<file path="src/rtl/prince_ti_pkg.sv">
// Shared definitions for the threshold-implemented PRINCE affine boxes:
// mode encodings, linear parts (row i of a matrix at bits [4*i +: 4]) and constants.
package prince_ti_pkg;

  typedef enum logic [1:0] {
    MODE_BYP = 2'd0,
    MODE_A1  = 2'd1,
    MODE_A2  = 2'd2,
    MODE_A3  = 2'd3
  } abox_mode_e;

  // Output bit i of L*v is the parity of (row_i & v).
  localparam logic [15:0] L_BYP = 16'h8421;
  localparam logic [15:0] L_A1  = 16'h8C23;
  localparam logic [15:0] L_A2  = 16'h9425;
  localparam logic [15:0] L_A3  = 16'hF731;

  localparam logic [3:0] C_BYP = 4'h0;
  localparam logic [3:0] C_A1  = 4'h5;
  localparam logic [3:0] C_A2  = 4'hA;
  localparam logic [3:0] C_A3  = 4'h6;

  function automatic logic [3:0] abox_apply(input logic [15:0] matrix, input logic [3:0] nibble);
    logic [3:0] r;
    r = 4'h0;
    for (int i = 0; i < 4; i++) begin
      r[i] = ^(matrix[4*i +: 4] & nibble);
    end
    return r;
  endfunction

  function automatic logic [15:0] abox_matrix(input logic [1:0] mode);
    logic [15:0] m;
    case (mode)
      MODE_A1: m = L_A1;
      MODE_A2: m = L_A2;
      MODE_A3: m = L_A3;
      default: m = L_BYP;
    endcase
    return m;
  endfunction

  function automatic logic [3:0] abox_const(input logic [1:0] mode);
    logic [3:0] c;
    case (mode)
      MODE_A1: c = C_A1;
      MODE_A2: c = C_A2;
      MODE_A3: c = C_A3;
      default: c = C_BYP;
    endcase
    return c;
  endfunction

endpackage

</file>
<file path="src/rtl/prince_abox_share.sv">
// One nibble of one share through the selected affine box; the constant is
// only added on share 0 so the recombined value sees the full affine map.
module prince_abox_share
  import prince_ti_pkg::*;
(
  input  logic [1:0] mode,
  input  logic       first_share,
  input  logic [3:0] x,
  output logic [3:0] y
);

  assign y = abox_apply(abox_matrix(mode), x) ^ (first_share ? abox_const(mode) : 4'h0);

endmodule

</file>
<file path="src/rtl/prince_affine_layer_ti.sv">
// Registered affine layer for the shared PRINCE S-box pipeline: per-share,
// per-nibble affine box, optional uniform refresh, one valid/ready stage.
module prince_affine_layer_ti
  import prince_ti_pkg::*;
#(
  parameter int NSHARES = 3,
  parameter int NIBBLES = 16,
  parameter int REFRESH = 0
) (
  input  logic                             clk,
  input  logic                             rst,
  input  logic [1:0]                       mode,
  input  logic                             in_valid,
  output logic                             in_ready,
  input  logic [NSHARES*4*NIBBLES-1:0]     x,
  input  logic [(NSHARES-1)*4*NIBBLES-1:0] rnd,
  output logic                             out_valid,
  input  logic                             out_ready,
  output logic [NSHARES*4*NIBBLES-1:0]     y
);

  localparam int SW = 4 * NIBBLES;
  localparam int W  = NSHARES * SW;

  logic [W-1:0]  aff;
  logic [SW-1:0] rsum;
  logic [W-1:0]  rmask;
  logic [W-1:0]  nxt;
  logic          accept;

  for (genvar s = 0; s < NSHARES; s++) begin : g_share
    for (genvar n = 0; n < NIBBLES; n++) begin : g_nib
      prince_abox_share u_box (
        .mode        (mode),
        .first_share ((s == 0) ? 1'b1 : 1'b0),
        .x           (x[s*SW + n*4 +: 4]),
        .y           (aff[s*SW + n*4 +: 4])
      );
    end
  end

  // Last share absorbs the XOR of all masks, so the recombined value is untouched.
  always_comb begin
    rsum = '0;
    for (int i = 0; i < NSHARES - 1; i++) begin
      rsum = rsum ^ rnd[i*SW +: SW];
    end
  end

  assign rmask = {rsum, rnd};
  assign nxt   = (REFRESH != 0) ? (aff ^ rmask) : aff;

  // Handshake: a beat transfers on any rising edge where valid && ready are both
  // high; the producer holds valid and data stable until that edge, and ready
  // never depends on valid of the same interface.
  assign in_ready = !out_valid || out_ready;
  assign accept   = in_valid && in_ready;

  always_ff @(posedge clk) begin
    if (rst) begin
      out_valid <= 1'b0;
      y         <= '0;
    end else if (accept) begin
      out_valid <= 1'b1;
      y         <= nxt;
    end else if (out_ready) begin
      out_valid <= 1'b0;
    end
  end

endmodule
</file>
<file path="config.mk">
export PLATFORM = sky130hd
export DESIGN_NAME = prince_affine_layer_ti
export DESIGN_NICKNAME = d
export VERILOG_FILES = /design/src/rtl/prince_ti_pkg.sv /design/src/rtl/prince_abox_share.sv /design/src/rtl/prince_affine_layer_ti.sv
export SDC_FILE = /design/constraint.sdc
export NUM_CORES = 1
export LEC_CHECK = 0
export BUFFER_PORTS_ARGS = -buffer_cell sky130_fd_sc_hd__buf_2
export CAP_MARGIN = 0
export CORE_AREA = 2 2 204 206
export DETAILED_ROUTE_END_ITERATION = 8
export DIE_AREA = 0 0 206 208
export GPL_ROUTABILITY_DRIVEN = 1
export GPL_TIMING_DRIVEN = 0
export PLACE_DENSITY = 0.66
export SLEW_MARGIN = 15
export SYNTH_ARGS = -nofsm -noshare
export SYNTH_HDL_FRONTEND = slang
export SYNTH_HIERARCHICAL = 1
export SYNTH_SLANG_ARGS = --single-unit
</file>
<file path="constraint.sdc">
create_clock -name clk -period 1.54 [get_ports clk]
set_input_delay 0.308 -clock clk [delete_from_list [all_inputs] [get_ports clk]]
set_output_delay 0.308 -clock clk [all_outputs]
set_load 0.02 [all_outputs]
</file>
==> results.json, run 1 <==
{
  "seqPwrFrac_pct": 34.7,
  "final_area_mm2": 0.0212,
  "worstPathRequired_ns": 1.23,
  "netlist_instances": 2081,
  "grt_pass1_vias": 16500,
  "avgSynthCellArea_um2": 7.90,
  "ios": 520,
  "gp_congestion": 0.847,
  "cts_hold_repair.buffers": 0,
  "drc": 0,
  "hold_viol_final": 0,
  "final_cell_mix": "buf_2 (416), xnor2_1 (336), conb_1 (288)",
  "area_delta_synth_final_pct": 28.9,
  "dp_hpwl_um": 37900,
  "finalCritPeriodShare_pct": 104,
  "dpl_cell_area_mm2": 0.0202,
  "grt_overflow": 0,
  "dr_total_vias": 16900,
  "final_common_cell": "buf_2",
  "netlist.area_leader.share_pct": 23.5,
  "switching_power_mw": 5.71,
  "syn_area_mm2": 0.0164,
  "final_max_slew_viol_count": 0,
  "drive_above_1_share_pct": 21.1,
  "fin_ws_ns": -0.0562,
  "rsz0062_at_grt": "yes",
  "p_per_area_mw_per_mm2": 761,
  "via_per_inst": 5.05,
  "grt_pass1_wl_um": 85400,
  "cts_made_buffers": 17,
  "critPathArrivalTime_ns": 1.29,
  "whs_ns": 0.128,
  "grt_max_degree": 81,
  "setup_viol": 3,
  "yosys.area_share.simple_pct": 16.5,
  "grt_usage_pct": 24.9,
  "fillers": 3986,
  "synth-adder-area-share_pct": 0,
  "wirelength_um": 55300,
  "worstHoldPathType": "primary input to flop",
  "maxCapViolCount": 0,
  "yosysTopAreaCell": "dfxtp_1",
  "fp.dieW_um": 206,
  "nets": 3113,
  "core_mm2": 0.0406,
  "worstMarginPinSlew_ns": 0.869,
  "worstSetupPathType": "flop to output pin",
  "period_needed_ns": 1.60,
  "cts_tree": "yes",
  "synthTopCellsByArea": "dfxtp_1 (24%), xnor2_1 (18%), a21bo_1 (8.9%), a21oi_1 (5.9%), nand3_1 (5.8%)",
  "detail_route.wl_per_cell_um": 16.5,
  "ant_nets": 0,
  "power_frac_clock_pct": 31.3,
  "regArea_mm2": 0.00387,
  "synth-xor-area-share_pct": 20.5,
  "antenna_found_initial": 19,
  "multiInputGateArea_mm2": 0.0125,
  "dr.pass1.iters": 5,
  "path_max_fanout": 5,
  "root_buffer": "clkbuf_16",
  "ir_worst_vdd_uv": 671,
  "clock-sinks": 193,
  "max_freq_mhz": 626,
  "p_leak_nw": 10.1,
  "clkSlewWorstSetupHoldPaths_ns": 0.08,
  "relSlewSlack_pct": 42.1,
  "htreeDepth": 4,
  "p_int_mw": 10.4,
  "seq_area_frac_synth_pct": 23.5,
  "critPathLaunchType": "flop",
  "ys_seq_elements": 193,
  "drt_iter0_markers": 957,
  "synth_mux_area_share_pct": 0,
  "swShare_pct": 35.4,
  "synth_top_family_by_area": "compound AO/OA/AOI/OAI gates",
  "synth-warning-count": 6,
  "synth_compound_area_share_pct": 32.5,
  "violations": "negative setup slack",
  "cts_buffer_depth": 2,
  "ys_types": 26,
  "die_area_mm2": 0.0428,
  "dieHeight_um": 208,
  "final.setup_skew_ns": 0.0120,
  "start_util_pct": 40.5,
  "p_comb_share_pct": 34.0,
  "endpoint_kind": "output pin",
  "portBuffers": 389,
  "clk_latency_ns": 0.50,
  "outcome": "finished with violations",
  "rows": 74
}
-- layer usage --
layer	part of all wire (%)	global-route usage (%)
met2	48	43.1
met5	0.15	0
met3	7.0	6.44
met1	42	29.5
met4	2.2	8.57
-- cells by family after synthesis --
logic type,after synthesis
flip-flops,193
AO/OA/AOI/OAI,721
XOR/XNOR,384
AND/OR/NAND/NOR,529
other,2
buffers and inverters,252
-- per-stage QoR --
stage	total power [mW]	setup slack, ns	TNS [ns]	util [%]	std cells
6_report	16.1	-0.0562	-0.0984	52.2	3348
5_1_grt	17.0	-0.105	-2.64	52.2	3338
4_1_cts	16.2	-0.148	-0.270	52.0	3329
3_5_place_dp	11.0	-1.08	-116.28	49.9	3291
3_3_place_gp	11.0	-4.45	-776.90	49.6	3288
2_1_floorplan	9.20	0.256	0	-	2367
-- timing repair --
action	CTS	global route
gates resized for setup	18	4
endpoints found under the setup margin	158	161
cloned	4	3
hold endpoints to repair	0	0
buffers inserted	4	1
-- state kept, by name, summed over array words and instances, names as in the netlist --
signal / flops
y: 192
out_valid: 1
-- layout make-up --
class / instances / area share (%)
Tap cell: 532 / 3.14
Timing Repair Buffer: 404 / 11.0
Clock buffer: 18 / 2.07
Antenna cell: 16 / 0.189
Sequential cell: 193 / 18.3
Clock inverter: 14 / 0.916
Buffer: 104 / 2.84
Inverter: 145 / 2.57
Multi-Input combinational cell: 1922 / 59.1
-- power groups by stage --
stage	clock network, mW	logic (mW)	registers [mW]
final	5.04	5.47	5.60
after global routing	5.35	6.02	5.64
after CTS	5.17	5.42	5.59
after detailed placement	0	5.28	5.70
after global placement	0	5.27	5.70
after floorplan	0	3.04	6.16
-- path summary, 6_finish.rpt --
kind,startpoint,to,cells past startpoint,slack (ns)
setup / recovery,out_valid,in_ready,3,-0.06
hold / removal,x[11],y[11],4,0.13
setup reg to reg,out_valid,y[107],5,-0.04
hold reg to reg,y[102],y[102],2,0.57
-- cells in the mapped netlist --
master    count
a21oi_1     193
o211a_1      96
dfxtp_1     193
or2b_1       48
xnor2_1     336
buf_2        39
nor2b_1      48
inv_1       145
a21bo_1     146
o21ai_1      48
a211oi_1     96
buf_6        18
or2_2        48
nor2_1       48
buf_1         4
a31oi_1      48
buf_4         2
a21bo_2      46
nor3_1       48
o21ai_0      48
clkbuf_1     44
xor2_1       48
nand2_1      96
nand2b_4      1
conb_1        2
nand3_1     192
-- worst max-delay path, stage by stage, from the launching register on --
cell and delay [ns]:
dfxtp_4 0.37, nand2b_4 0.12, buf_12 0.16, buf_8 0.12
No activity file was read; power rests on OpenSTA's default activity.
==> run 2, diff against run 1 <==
Settings changed: SETUP_SLACK_MARGIN from default to 0.1.
==> run 2 against run 1 <==
Against the previous run:
- the flow still finishes with violations (negative setup slack)
- first-iteration DRC count up 3.2%
- clock power about the same
- total power up 5.5%
- via count up 4.1%
- cell area up 12%
- largest cell class unchanged
- largest power group is now combinational cells
==> results.json, run 2 (synthesized netlist as in run 1, its figures left out) <==
{
  "relSlewSlack_pct": 38.4,
  "die_area_mm2": 0.0428,
  "final.setup_skew_ns": 0.0100,
  "critPathArrivalTime_ns": 1.44,
  "final_area_mm2": 0.0236,
  "crit_chain": "nand2b_4 > buf_12 > buf_12 > buf_8 > buf_6",
  "grt_pass1_vias": 17000,
  "final_common_cell": "buf_2",
  "hold_viol_final": 0,
  "gp_congestion": 0.847,
  "ir_worst_vdd_uv": 683,
  "post-route-util_pct": 58.3,
  "worstSetupPathType": "flop to output pin",
  "core_mm2": 0.0406,
  "nets": 3167,
  "regMostFlops": "y",
  "p_leak_nw": 11.0,
  "dr.pass1.iters": 5,
  "portBuffers": 389,
  "max_freq_mhz": 571,
  "endpoint_kind": "output pin",
  "dieHeight_um": 208,
  "outcome": "finished with violations",
  "path_common_cell": "buf_12",
  "detail_route.wl_per_cell_um": 18.0,
  "antenna_found_initial": 17,
  "worstMarginPinSlew_ns": 0.924,
  "start_util_pct": 40.5,
  "root_buffer": "clkbuf_16",
  "fp.dieW_um": 206,
  "dp_hpwl_um": 37900,
  "grt_usage_pct": 26.3,
  "via_per_inst": 5.17,
  "cts_tree": "yes",
  "rsz0062_at_grt": "yes",
  "violations": "negative setup slack",
  "clock-sinks": 193,
  "p_comb_share_pct": 37.2,
  "crit_slowest_cell": "dfxtp_4",
  "htreeDepth": 4,
  "switching_power_mw": 6.13,
  "dpl_cell_area_mm2": 0.0202,
  "swShare_pct": 36.0,
  "setup_viol": 138,
  "grt_pass1_wl_um": 90100,
  "ios": 520,
  "cts_made_buffers": 17,
  "drc": 0,
  "cts_buffer_depth": 2,
  "drt_iter0_markers": 988,
  "period_needed_ns": 1.75,
  "final_cell_mix": "buf_2 (403), xnor2_1 (336), conb_1 (288)",
  "clkSlewWorstSetupHoldPaths_ns": 0.09,
  "finalCritPeriodShare_pct": 114,
  "worstHoldPathType": "primary input to flop",
  "seqPwrFrac_pct": 33.0,
  "worstPathRequired_ns": 1.23,
  "drive_above_1_share_pct": 29.5,
  "power_frac_clock_pct": 29.8,
  "area_delta_synth_final_pct": 43.7,
  "p_int_mw": 10.9,
  "path_max_fanout": 3,
  "ant_nets": 0,
  "final_max_slew_viol_count": 0,
  "cp_slowest_stage_delay_ns": 0.38,
  "grt_max_degree": 81,
  "largest_reg_flops": 192,
  "dr_total_vias": 17600,
  "clk_latency_ns": 0.50,
  "cts_hold_repair.buffers": 0,
  "grt_overflow": 0,
  "wirelength_um": 61300,
  "fin_ws_ns": -0.211,
  "power_mw": 17.0,
  "p_per_area_mw_per_mm2": 720,
  "maxCapViolCount": 0,
  "rows": 74,
  "top_regs": "y x192, out_valid x1",
  "critPathLaunchType": "flop",
  "setup_tns_ns": -6.06
}
-- run 2: cell types whose count changed in the layout (fill, tap and decap cells not counted), moves of 20 or more --
cell / change
nand3_2: +64
buf_16: +23
a21oi_2: +129
nand3_1: -67
a21oi_1: -129
buf_8: +24
clkbuf_16: +20
-- run 2: per-layer routing --
| metal | share of wire [%] | vias to the layer above | global-route usage, % |
|---|---|---|---|
| met5 | 0.085 | - | 0 |
| met1 | 41 | 8427 | 31.3 |
| met4 | 2.8 | 10 | 9.16 |
| li1 | - | 8523 | - |
| met2 | 49 | 525 | 45.9 |
| met3 | 6.8 | 115 | 6.28 |
-- run 2: area by class of cell --
| type | instances | area, um2 |
|---|---|---|
| Multi-Input combinational cell | 1922 | 13400 |
| Buffer | 107 | 960 |
| Clock inverter | 14 | 194 |
| Inverter | 145 | 544 |
| Fill cell | 3674 | 16900 |
| Sequential cell | 193 | 3870 |
| Clock buffer | 18 | 439 |
| Antenna cell | 15 | 37.5 |
| Tap cell | 532 | 666 |
| Timing Repair Buffer | 455 | 3510 |
-- run 2: timing repair --
item / in CTS / in global routing
buffers inserted: 15 / 3
endpoints found under the setup margin: 183 / 190
cloned: 27 / 20
resized for setup: 201 / 151
pin swaps: 163 / 84
-- run 2: power by group through the flow --
stage,sequential [mW],combinational [mW],clock [mW]
2_1_floorplan,6.16,3.04,0
3_3_place_gp,5.70,5.27,0
3_5_place_dp,5.70,5.28,0
4_1_cts,5.60,5.87,5.17
5_1_grt,5.64,6.84,5.35
6_report,5.60,6.33,5.06
-- run 2: worst paths after layout --
kind / cells past startpoint / end / slack [ns] / startpoint
hold / removal: 4 / y[191] / 0.12 / x[191]
setup reg to reg: 9 / y[104] / -0.13 / out_valid
setup / recovery: 5 / in_ready / -0.21 / out_valid
hold reg to reg: 2 / y[29] / 0.56 / y[29]
-- run 2: worst max-delay path, delay by kind of cell (launching register included) --
family / cells / cell delay (ns)
flip-flops: 1 / 0.38
AND/OR/NAND/NOR: 1 / 0.06
buffers and inverters: 4 / 0.49
-- run 2: metrics by stage --
| stage | setup WS (ns) | cells | hold WS (ns) |
|---|---|---|---|
| after floorplan | 0.256 | 2367 | 0.512 |
| after global placement | -4.45 | 3288 | 0.555 |
| after CTS | -0.242 | 3364 | 0.0912 |
| final | -0.211 | 3401 | 0.125 |
| after global routing | -0.244 | 3391 | 0.125 |
| after detailed placement | -1.08 | 3291 | 0.554 |
